## src/rtl/lsu_ctrl.sv

```systemverilog
// lsu_ctrl: load/store unit controller for the MEM stage.
//   Takes one memory op per transaction from the pipeline, checks alignment,
//   issues a single doubleword request (byte lanes + lane-shifted store data),
//   waits for the grant and then for the response/ack, and returns the
//   sign/zero-extended load result with a one-cycle valid strobe.
// Ports:
//   clk, rst_n            clock, asynchronous active-low reset
//   lsu_op_i              MEM-stage op (lsu_op_t)
//   addr_i, store_data_i  byte address, right-aligned store operand
//   mem_req_o, mem_we_o   request valid, write enable (registered)
//   mem_addr_o            doubleword address (registered)
//   mem_be_o, mem_wdata_o byte lanes, lane-shifted write data (registered)
//   mem_gnt_i             request accepted
//   mem_rvalid_i          read data / write ack valid
//   mem_rdata_i           read doubleword
//   stall_o               freeze IF..EX/MEM this cycle (combinational)
//   load_data_o           extended load result, held until the next load
//   load_valid_o          one-cycle load completion strobe
//   misaligned_o          misaligned-access flag (combinational)

package lsu_pkg;
  localparam int DATA_W = 64;

  typedef enum logic [3:0] {
    LSU_NONE, LB, LH, LW, LD, LBU, LHU, LWU, SB, SH, SW, SD
  } lsu_op_t;
endpackage

module lsu_ctrl
  import lsu_pkg::*;
(
  input  logic              clk,
  input  logic              rst_n,
  input  lsu_op_t           lsu_op_i,
  input  logic [DATA_W-1:0] addr_i,
  input  logic [DATA_W-1:0] store_data_i,
  output logic              mem_req_o,
  output logic              mem_we_o,
  output logic [DATA_W-1:0] mem_addr_o,
  output logic [7:0]        mem_be_o,
  output logic [DATA_W-1:0] mem_wdata_o,
  input  logic              mem_gnt_i,
  input  logic              mem_rvalid_i,
  input  logic [DATA_W-1:0] mem_rdata_i,
  output logic              stall_o,
  output logic [DATA_W-1:0] load_data_o,
  output logic              load_valid_o,
  output logic              misaligned_o
);

  typedef enum logic [1:0] {S_IDLE, S_REQ, S_WAIT, S_DONE} state_t;

  // log2 of the access size in bytes
  function automatic logic [1:0] size_log2(input lsu_op_t op);
    case (op)
      LB, LBU, SB: size_log2 = 2'd0;
      LH, LHU, SH: size_log2 = 2'd1;
      LW, LWU, SW: size_log2 = 2'd2;
      default:     size_log2 = 2'd3;
    endcase
  endfunction

  function automatic logic is_store(input lsu_op_t op);
    is_store = (op == SB) || (op == SH) || (op == SW) || (op == SD);
  endfunction

  function automatic logic is_load(input lsu_op_t op);
    is_load = (op == LB) || (op == LH) || (op == LW) || (op == LD) ||
              (op == LBU) || (op == LHU) || (op == LWU);
  endfunction

  function automatic logic is_aligned(input lsu_op_t op, input logic [2:0] off);
    case (size_log2(op))
      2'd0:    is_aligned = 1'b1;
      2'd1:    is_aligned = (off[0] == 1'b0);
      2'd2:    is_aligned = (off[1:0] == 2'b00);
      default: is_aligned = (off == 3'b000);
    endcase
  endfunction

  function automatic logic [7:0] byte_en(input lsu_op_t op, input logic [2:0] off);
    case (size_log2(op))
      2'd0:    byte_en = 8'h01 << off;
      2'd1:    byte_en = 8'h03 << off;
      2'd2:    byte_en = 8'h0F << off;
      default: byte_en = 8'hFF;
    endcase
  endfunction

  // Bring the addressed lane down to bit 0, then extend to the full width.
  function automatic logic [DATA_W-1:0] load_extend(input lsu_op_t op,
                                                    input logic [DATA_W-1:0] rdata,
                                                    input logic [2:0] off);
    logic        [DATA_W-1:0] r;
    logic signed [7:0]        b;
    logic signed [15:0]       h;
    logic signed [31:0]       w;
    r = rdata >> {off, 3'b000};
    b = r[7:0];
    h = r[15:0];
    w = r[31:0];
    case (op)
      LB:      load_extend = 64'(b);
      LH:      load_extend = 64'(h);
      LW:      load_extend = 64'(w);
      LBU:     load_extend = {56'd0, r[7:0]};
      LHU:     load_extend = {48'd0, r[15:0]};
      LWU:     load_extend = {32'd0, r[31:0]};
      default: load_extend = r;
    endcase
  endfunction

  state_t              state_q;
  lsu_op_t             op_q;
  logic [2:0]          off_q;
  logic                mem_req_q;
  logic                mem_we_q;
  logic [DATA_W-1:0]   mem_addr_q;
  logic [7:0]          mem_be_q;
  logic [DATA_W-1:0]   mem_wdata_q;
  logic [DATA_W-1:0]   load_data_q;
  logic                load_valid_q;

  logic [2:0]          off_d;
  logic                op_valid_d;
  logic                aligned_d;
  logic                in_idle_d;
  logic                start_d;
  logic [DATA_W-1:0]   wdata_d;

  assign off_d      = addr_i[2:0];
  assign op_valid_d = (lsu_op_i != LSU_NONE);
  assign aligned_d  = is_aligned(lsu_op_i, off_d);
  assign in_idle_d  = (state_q == S_IDLE);
  assign start_d    = in_idle_d && op_valid_d && aligned_d;
  assign wdata_d    = store_data_i << {off_d, 3'b000};

  // The op is only evaluated in IDLE; while busy the pipeline is frozen and
  // the held op must not raise a flag. Both flags are forced low in reset.
  assign misaligned_o = rst_n && in_idle_d && op_valid_d && !aligned_d;
  assign stall_o      = rst_n && (start_d || (state_q == S_REQ) || (state_q == S_WAIT));

  always_ff @(posedge clk or negedge rst_n) begin
    if (!rst_n) begin
      state_q      <= S_IDLE;
      op_q         <= LSU_NONE;
      off_q        <= 3'd0;
      mem_req_q    <= 1'b0;
      mem_we_q     <= 1'b0;
      mem_addr_q   <= '0;
      mem_be_q     <= 8'h00;
      mem_wdata_q  <= '0;
      load_data_q  <= '0;
      load_valid_q <= 1'b0;
    end else begin
      load_valid_q <= 1'b0;
      case (state_q)
        // IDLE: capture the op and present the request from the next cycle
        S_IDLE: begin
          if (start_d) begin
            op_q        <= lsu_op_i;
            off_q       <= off_d;
            mem_req_q   <= 1'b1;
            mem_we_q    <= is_store(lsu_op_i);
            mem_addr_q  <= {addr_i[DATA_W-1:3], 3'b000};
            mem_be_q    <= byte_en(lsu_op_i, off_d);
            mem_wdata_q <= wdata_d;
            state_q     <= S_REQ;
          end
        end
        // REQ: hold the request stable until it is granted; an rvalid
        // arriving together with the grant belongs to nothing and is dropped
        S_REQ: begin
          if (mem_gnt_i) begin
            mem_req_q <= 1'b0;
            mem_we_q  <= 1'b0;
            state_q   <= S_WAIT;
          end
        end
        // WAIT: response for loads, write ack for stores
        S_WAIT: begin
          if (mem_rvalid_i) begin
            state_q <= S_DONE;
            if (is_load(op_q)) begin
              load_data_q  <= load_extend(op_q, mem_rdata_i, off_q);
              load_valid_q <= 1'b1;
            end
          end
        end
        // DONE: completion cycle; the next op is looked at back in IDLE
        default: begin
          state_q <= S_IDLE;
        end
      endcase
    end
  end

  assign mem_req_o    = mem_req_q;
  assign mem_we_o     = mem_we_q;
  assign mem_addr_o   = mem_addr_q;
  assign mem_be_o     = mem_be_q;
  assign mem_wdata_o  = mem_wdata_q;
  assign load_data_o  = load_data_q;
  assign load_valid_o = load_valid_q;

endmodule

```

## config.mk

```make
export PLATFORM = sky130hd
export DESIGN_NAME = lsu_ctrl
export DESIGN_NICKNAME = d
export VERILOG_FILES = /design/src/rtl/lsu_ctrl.sv
export SDC_FILE = /design/constraint.sdc
export NUM_CORES = 1
export LEC_CHECK = 0
export ABC_CLOCK_PERIOD_IN_PS = 3600
export CAP_MARGIN = 20
export CORE_UTILIZATION = 46
export CTS_CLUSTER_SIZE = 10
export DETAILED_ROUTE_END_ITERATION = 10
export PLACE_DENSITY_LB_ADDON = 0.12
export SLEW_MARGIN = 15
export SYNTH_ARGS = -nofsm -noshare
export SYNTH_HDL_FRONTEND = slang
export SYNTH_SLANG_ARGS = --single-unit
```

## constraint.sdc

```tcl
create_clock -name clk -period 3.6 [get_ports clk]
set_input_delay 0.72 -clock clk [delete_from_list [all_inputs] [get_ports clk]]
set_output_delay 0.72 -clock clk [all_outputs]
set_load 0.01 [all_outputs]
```

# After elaboration in Yosys (flattened, before gate mapping)
# Memories as Yosys holds them, arrays and structs flattened.
# Index checks and enable logic that the tools add are counted.
# totals
regBits	209
latchBits	0
mem_bits_rw	0
rom_bits	64
in_bits	200
word_cells	84
mem_count	2
# classes
n_addsub	0
n_mul	0
n_div	0
magnitude_cmp	0
n_eq_ne	20
shifts	5
n_mux	17
bitwise	1
reduce_logical	29
# memory_table
name	words	width	read_ports	rd_clocked_by_memory_dff	wr	line_no	source
(name not given)	16	2	1	0	0	55	case (op)
(name not given)	16	2	1	0	0	55	
# op_table
operator	count
$pmux 64 s6	1
$shl 64x6->64	1
$shr 64x6->64	1
$pmux 8 s3	1
$eq 4x3->1 const B	4
$eq 4x4->1 const B	4
$logic_or 1x1->1	11
$mux 2	5
$reduce_and 3->1	3
$eq 4x2->1 const B	2
$logic_not 2->1	4
$shl 1x3->8 const A	1
$shl 2x3->8 const A	1
$shl 4x3->8 const A	1
$eq 2x1->1 const B	3
$eq 2x2->1 const B	3
$logic_and 1x1->1	6
$mux 1	6
$pmux 2 s3	1
$eq 4x1->1 const B	1
$ne 2x2->1 const B	2
$pmux 1 s2	2
$reduce_bool 4->1	1
$logic_not 3->1	1
6 further kinds	6

# Longest topological paths before layout
# Gate-level depths: netlist (run 1).
# logic_depth
depth_word	10
depth_mapped	9

# Least setup slack after synthesis (run 1)
# OpenSTA, ideal clock, no wires.
# synth_path
kind	input-to-output
startpoint	input port lsu_op_i[3]
endpoint	output port stall_o
arrival_ps	2367
required_ps	2880
setup_slack_ps	513
cell_stages	7
cell_sequence	buf_2 > or3b_2 > a31oi_1 > nor2_1 > nor2_1 > buf_2 > o31a_1
# synth_via
elab_chain_cells	7
# synth_rtl
item	line_no	source
start, declared	34	input lsu_op_t lsu_op_i,
$mem_v2 16x2	-	
$eq 2x2->1, or another cell as far along	73	case (size_log2(op))
$pmux 1 s3	73	
$logic_and 1x1->1 (*)	135	assign start_d = in_idle_d && op_valid_d && aligned_d;
$logic_or 1x1->1 (*) (2 in a row)	141	assign stall_o = rst_n && (start_d || (state_q == S_REQ) || (state_q == S_WAIT));
$logic_and 1x1->1 (*)	141	
end, declared	45	output logic stall_o,
# Mark *: on every way between the ends. The rest lies on a longest branch, timed or not.

# Worst setup path after layout (run 1)
# layout_path
startpoint	input port lsu_op_i[0]
endpoint	output port stall_o
# Same word-level chain as after synthesis.

==> metrics.txt, run 1 <==
outcome finished clean; Reg2Reg Depth 7; antenna-violating nets left 0; Pwr per Cell Area 814 mW/mm^2; hold buffer count at CTS 0; Worst VDD drop 0.000521 V; YS warnings 0; Cell variety after synth 60; Worst path depth 8; Final Cycle Share 93.9%; depth of the CTS H-tree 1; CP max FO 4; slowest library cell on the worst path clkdlybuf4s50_1; number of global-route vias before repair 10400; layout cells sized above 1 13.9%; asr flop ratio synth 100%; Worst-path clk slew 60 ps; Hold Vio Cnt, Final 0; DRT iter0 DRCs 730; CTS tree yes; CTS Buf Count 25; Synth Cell Area 0.0114 mm^2; Hold WS 69.1 ps; Cell Rows 57; Mean Syn Cell Area 9.94 um^2; via/cell ratio 5.68; CP endpoint kind primary output; RSZ-0062 raised after global routing no; setup TNS 0 ps; Die ar. 0.0255 mm^2; clock sinks 209; Slew Limit Fails 0; Bufs and invs on worst path 3; Static Leak 6.88 nW; I/O pins 405; First-pass DRT Iterations 8; final setup fails 0; Setup CP Type in2out; antenna violations before repair 1; Root Driver clkbuf_16; DR DRC count 0; Core ar. 0.0244 mm^2; CP Launch Type primary input; max cap viols 0; post-synthesis sequential area ratio 45.7%; WL/cell 20.4 um; Required @ worst endpoint 2880 ps; Initial Util 46.9%; die height 160 um; largest net degree at the start of global routing 141; worst path cell trace clkdlybuf4s50_1 > inv_1 > ha_1 > nand3b_1 > a311o_1 > nor2_2 > o31a_1 > dlygate4sd2_1; Die X 160 um; Top delay family on crit path buffers and inverters; GPL Wtd Cong 0.923; first-pass GRT wire length 59500 um; synth-to-layout area growth 44.3%; synthesized flop and latch total 209; gr ovfl total 0; maximum clock rate 296 MHz; nets 1738; top_reg_cell synth dfrtp_1; maximum root-to-sink buffer count 3; worst min-delay path class in2async; Final min period 3380 ps; slew margin rel. 38.9%; Worst Path Arrival 2660 ps; Least-Margin Pin Slew 909 ps; IO buf count 401; WL final 38000 um; CP peak stage delay 520 ps; Detail Placement HPWL 28200 um; EDFF count, synth 0; Cells after Synth 1152; GR Util All Layers 29.6%; Clock Skew 9.75 ps; routed vias 10600; clk_lat worst skew 510 ps
[through the flow]
| stage | worst slack [ps] | util [%] | total power, mW | area, um^2 | instances |
|---|---|---|---|---|---|
| 6_report | 221 | 67.7 | 13.4 | 16500 | 1862 |
| 5_1_grt | 113 | 67.7 | 14.3 | 16500 | 1861 |
| 4_1_cts | 208 | 67.7 | 13.5 | 16500 | 1861 |
| 3_5_place_dp | -63.0 | 64.9 | 11.2 | 15800 | 1828 |
| 3_3_place_gp | -20.0 | 64.9 | 11.1 | 15800 | 1828 |
| 2_1_floorplan | 513 | - | 7.66 | 11500 | 1154 |
[sequential cells by signal (all words and copies together) (netlist names)]
signal,flops
state_q,2
mem_we_o,1
mem_addr_o,61
mem_be_o,8
mem_wdata_o,64
mem_req_o,1
off_q,3
load_data_o,64
op_q,4
load_valid_o,1
[final timing paths]
kind / startpoint / endpoint / slack, ps
worst max-delay path: lsu_op_i[0] / stall_o / 220
worst min-delay path: rst_n / mem_wdata_o[41] / 70
worst max register to register: off_q[1] / load_data_o[56] / 950
worst min register to register: mem_wdata_o[57] / mem_wdata_o[57] / 480
max in group asynchronous: rst_n / mem_wdata_o[49] / 1940
min in group clk: mem_wdata_o[57] / mem_wdata_o[57] / 480
[routing by layer]
metal	vias up	track usage (%)	part of all wire, %
met1	5103	38.4	40
met5	-	0	0
li1	4889	-	-
met4	0	11.7	3.8
met3	82	5.48	7.8
met2	500	49.1	48
[timing repair]
item	in CTS	in global routing
resized for setup	3	0
buffers inserted	0	0
endpoints found under the setup margin	1	0
[report_power, final]
part	internal, mW	switching [mW]
Sequential	3.50	0.740
Combinational	3.66	3.28
Clock	1.33	0.925
Total	8.50	4.94
[cells in the final DEF (no fill, tap or decap), types with 6 or more instances in the layout]
cell type / netlist / final
o22ai_1: 6 / 6
a221o_1: 7 / 7
nor2b_1: 15 / 15
o21ai_0: 63 / 63
nand2_1: 187 / 187
inv_1: 14 / 14
a31oi_1: 68 / 68
a21oi_1: 23 / 23
dfrtp_1: 209 / 207
o211ai_1: 9 / 9
nor2_1: 111 / 110
a211oi_1: 9 / 9
clkdlybuf4s50_1: 0 / 396
clkbuf_16: 0 / 25
nand3_1: 9 / 9
ha_1: 7 / 7
o31ai_1: 26 / 26
mux4_2: 14 / 14
mux2i_1: 90 / 90
o21a_1: 8 / 8
buf_4: 4 / 40
mux2_2: 99 / 99
a31o_2: 8 / 8
nand2b_1: 9 / 9
o22a_1: 12 / 12
[synthesized netlist by cell type, types with 12 or more instances]
master    number  share of area [%]
mux2_2        99                9.7
a31oi_1       68                3.7
nor2_1       111                3.6
o31ai_1       26                1.7
buf_1         12               0.39
clkbuf_1      60                2.0
inv_1         14               0.46
nand2_1      187                6.1
o22a_1        12               0.92
mux2i_1       90                7.9
dfrtp_1      209                 46
a21oi_1       23                1.0
mux4_2        14                2.8
nor2b_1       15               0.82
o21ai_0       63                2.8
buf_2         12               0.52
[kinds of logic after synthesis]
logic type                 after synthesis  share of synthesized area [%]
AOI/OAI and AO/OA                      269                           16.0
xor gates and xnor gates                 1                         0.0765
adders and majority gates                7                          0.765
buffers and inverters                  108                           4.13
DFF                                    209                           45.7
muxes                                  203                           20.4
other                                    1                         0.0328
and+or+nand+nor                        354                           12.9
[area by class of cell]
cell class	count	area (um^2)
fillers	1960	7870
multi-input cells	837	5770
flip-flops and latches	209	5230
repair buffers	443	4360
clock buffers	31	658
well taps	324	405
inverters	15	56.3
clock inverters	2	38.8
diodes	1	2.50
(Power assumes the default switching activity.)
==> run 2: changes to the inputs <==
--- a/config.mk
+++ b/config.mk
@@ -10,6 +10,8 @@
 export CORE_UTILIZATION = 46
 export CTS_CLUSTER_SIZE = 10
 export DETAILED_ROUTE_END_ITERATION = 10
+export GPL_ROUTABILITY_DRIVEN = 1
+export HOLD_SLACK_MARGIN = 0.06
 export PLACE_DENSITY_LB_ADDON = 0.12
 export SLEW_MARGIN = 15
 export SYNTH_ARGS = -nofsm -noshare
==> results of run 2 <==
Final layout, timing and power as in run 1 (identical DEF).
==> run 3: changes to the inputs <==
--- a/config.mk
+++ b/config.mk
@@ -7,12 +7,15 @@
 export LEC_CHECK = 0
 export ABC_CLOCK_PERIOD_IN_PS = 3600
 export CAP_MARGIN = 20
-export CORE_UTILIZATION = 46
+export CORE_AREA = 2 2 158 160
 export CTS_CLUSTER_SIZE = 10
 export DETAILED_ROUTE_END_ITERATION = 10
+export DIE_AREA = 0 0 160 162
+export DONT_BUFFER_PORTS = 1
 export GPL_ROUTABILITY_DRIVEN = 1
 export HOLD_SLACK_MARGIN = 0.06
 export PLACE_DENSITY_LB_ADDON = 0.12
+export SKIP_CTS_REPAIR_TIMING = 1
 export SLEW_MARGIN = 15
 export SYNTH_ARGS = -nofsm -noshare
 export SYNTH_HDL_FRONTEND = slang
==> metrics.txt, run 3 (same netlist as run 1, synthesis figures left out) <==
IO buf count 0 (-100%); Least-Margin Pin Slew 1040 ps (+130 ps); sw frac 41.0% (+4.2 points); Static Leak 5.25 nW (-24%); Clk pwr share 21.1% (+4.3 points); layout cells sized above 1 17.4% (+3.5 points); nets 1320 (-24%); routed vias 8744 (-17%); Root Driver clkbuf_16; outcome complete, but fails checks; worst min-delay path class in2async; Sw Pwr 4.56 mW (-7.8%); CTS tree yes; via/cell ratio 6.05 (+6.6%); DP Worst Slack 535 ps (+598 ps); synth-to-layout area growth 8.30%; Comb pwr share 32.5% (-19 points); max cap viols 0 (unchanged); fin util 51.4% (-16 points); Detail Placement HPWL 25500 um (-9.5%); First-pass DRT Iterations 5 (-3); die height 162 um (+1.4%); clk_lat worst skew 530 ps (+20 ps); Die X 160 um (+0.15%); maximum clock rate 334 MHz (+13%); Worst VDD drop 0.000371 V (-29%); failing checks hold timing; Hold Vio Cnt, Final 135 (+135); RSZ-0062 raised after global routing no; DR DRC count 0 (unchanged); largest net degree at the start of global routing 212 (+50%); CP max FO 9 (+5); clock sinks 209 (unchanged); Cell Rows 57 (unchanged); maximum root-to-sink buffer count 3 (unchanged); CP endpoint kind primary output; depth of the CTS H-tree 1 (unchanged); Clock Skew 19.1 ps (+9.38 ps); first-pass GRT wire length 53800 um (-9.6%); gr ovfl total 0 (unchanged); GPL Wtd Cong 0.873 (-5.5%); WL final 35200 um (-7.4%); Area after DPL 0.0117 mm^2 (-26%); slew margin rel. 30.2% (-8.7 points); Slew Limit Fails 0 (unchanged); WL/cell 24.3 um (+19%); setup TNS 0 ps (unchanged); Initial Util 47.5% (+0.56 points); GR Util All Layers 26.5% (-3.1 points); number of diodes 0 (-1); number of global-route vias before repair 8842 (-15%); Required @ worst endpoint 2880 ps (about the same); R2R setup slack 690 ps (-260 ps); CTS Buf Count 26 (+4.0%); Int Power 6.56 mW (-23%); Worst Path Arrival 2280 ps (-380 ps); DRT iter0 DRCs 706 (-3.3%); Setup CP Type in2out; Final Cycle Share 83.3% (-11 points); antenna-violating nets left 0 (unchanged); Hold WS -100 ps (-169 ps); antenna violations before repair 3 (+2); final setup fails 0 (unchanged); Worst-path clk slew 50 ps (about the same); most common cell after layout, fill and taps aside dfrtp_1; CP Launch Type primary input; post-route cell area 0.0124 mm^2 (-25%); Core ar. 0.0241 mm^2 (-1.2%); register share of total power 46.4% (+15 points); most frequent cells in the layout 207 x dfrtp_1, 187 x nand2_1, 111 x nor2_1, 99 x mux2_2, 90 x mux2i_1; I/O pins 405 (unchanged); Final min period 3000 ps (-380 ps); Die ar. 0.0259 mm^2 (+1.5%); Pwr per Cell Area 897 mW/mm^2 (+10%); final worst setup slack 602 ps (+380 ps)
## run 3: cell count changes in the layout (fill, tap and decap cells not counted), sizes merged
cell	previous run	this run
clkdlybuf4s50	396	0
buf	45	24
clkbuf	31	33
clkinv	0	2
dlygate4sd2	2	0
bufinv	1	0
diode	1	0
## run 3: cell type report
cell class	count	area [um^2]
Fill cell	2260	11700
Multi-Input combinational cell	837	5760
Sequential cell	209	5230
Clock buffer	33	718
Tap cell	324	405
Timing Repair Buffer	24	205
Inverter	15	56.3
Clock inverter	3	18.8
## run 3: power by group through the flow
stage                     sequential (mW)  clock, mW  combinational (mW)
after floorplan                      4.62          0                3.04
after global placement               5.20          0                3.54
after detailed placement             5.21          0                3.62
after CTS                            5.18       2.40                3.62
after global routing                 5.30       2.52                4.06
final                                5.16       2.34                3.62
## run 3: worst paths after layout
kind / depth (start not counted) / startpoint / to
max in group asynchronous: 0 / rst_n / mem_wdata_o[52]
min in group clk: 1 / addr_i[2] / mem_wdata_o[24]
min: 0 / rst_n / mem_req_o
min reg2reg: 1 / state_q[1] / state_q[1]
max reg2reg: 7 / off_q[1] / load_data_o[46]
max: 7 / lsu_op_i[0] / stall_o
## run 3: layer usage
layer	wire (um)	track usage, %	vias to the layer above
met3	3810	9.75	81
met2	16100	41.9	414
met1	13900	33.3	4196
li1	-	-	4053
met5	0	0	-
met4	1380	10.2	0
## run 3: through the flow
| step | std cells | power [mW] |
|---|---|---|
| floorplan | 1154 | 7.66 |
| global placement | 1409 | 8.74 |
| detailed placement | 1409 | 8.83 |
| CTS | 1445 | 11.2 |
| global route | 1445 | 11.9 |
| finish | 1445 | 11.1 |
## run 3: worst max-delay path, cell delays in order
cell and delay (ps):
inv_1 80, ha_1 370, inv_1 70, o21ai_1 490, nor2_1 150, nor2_1 190, o31a_1 210
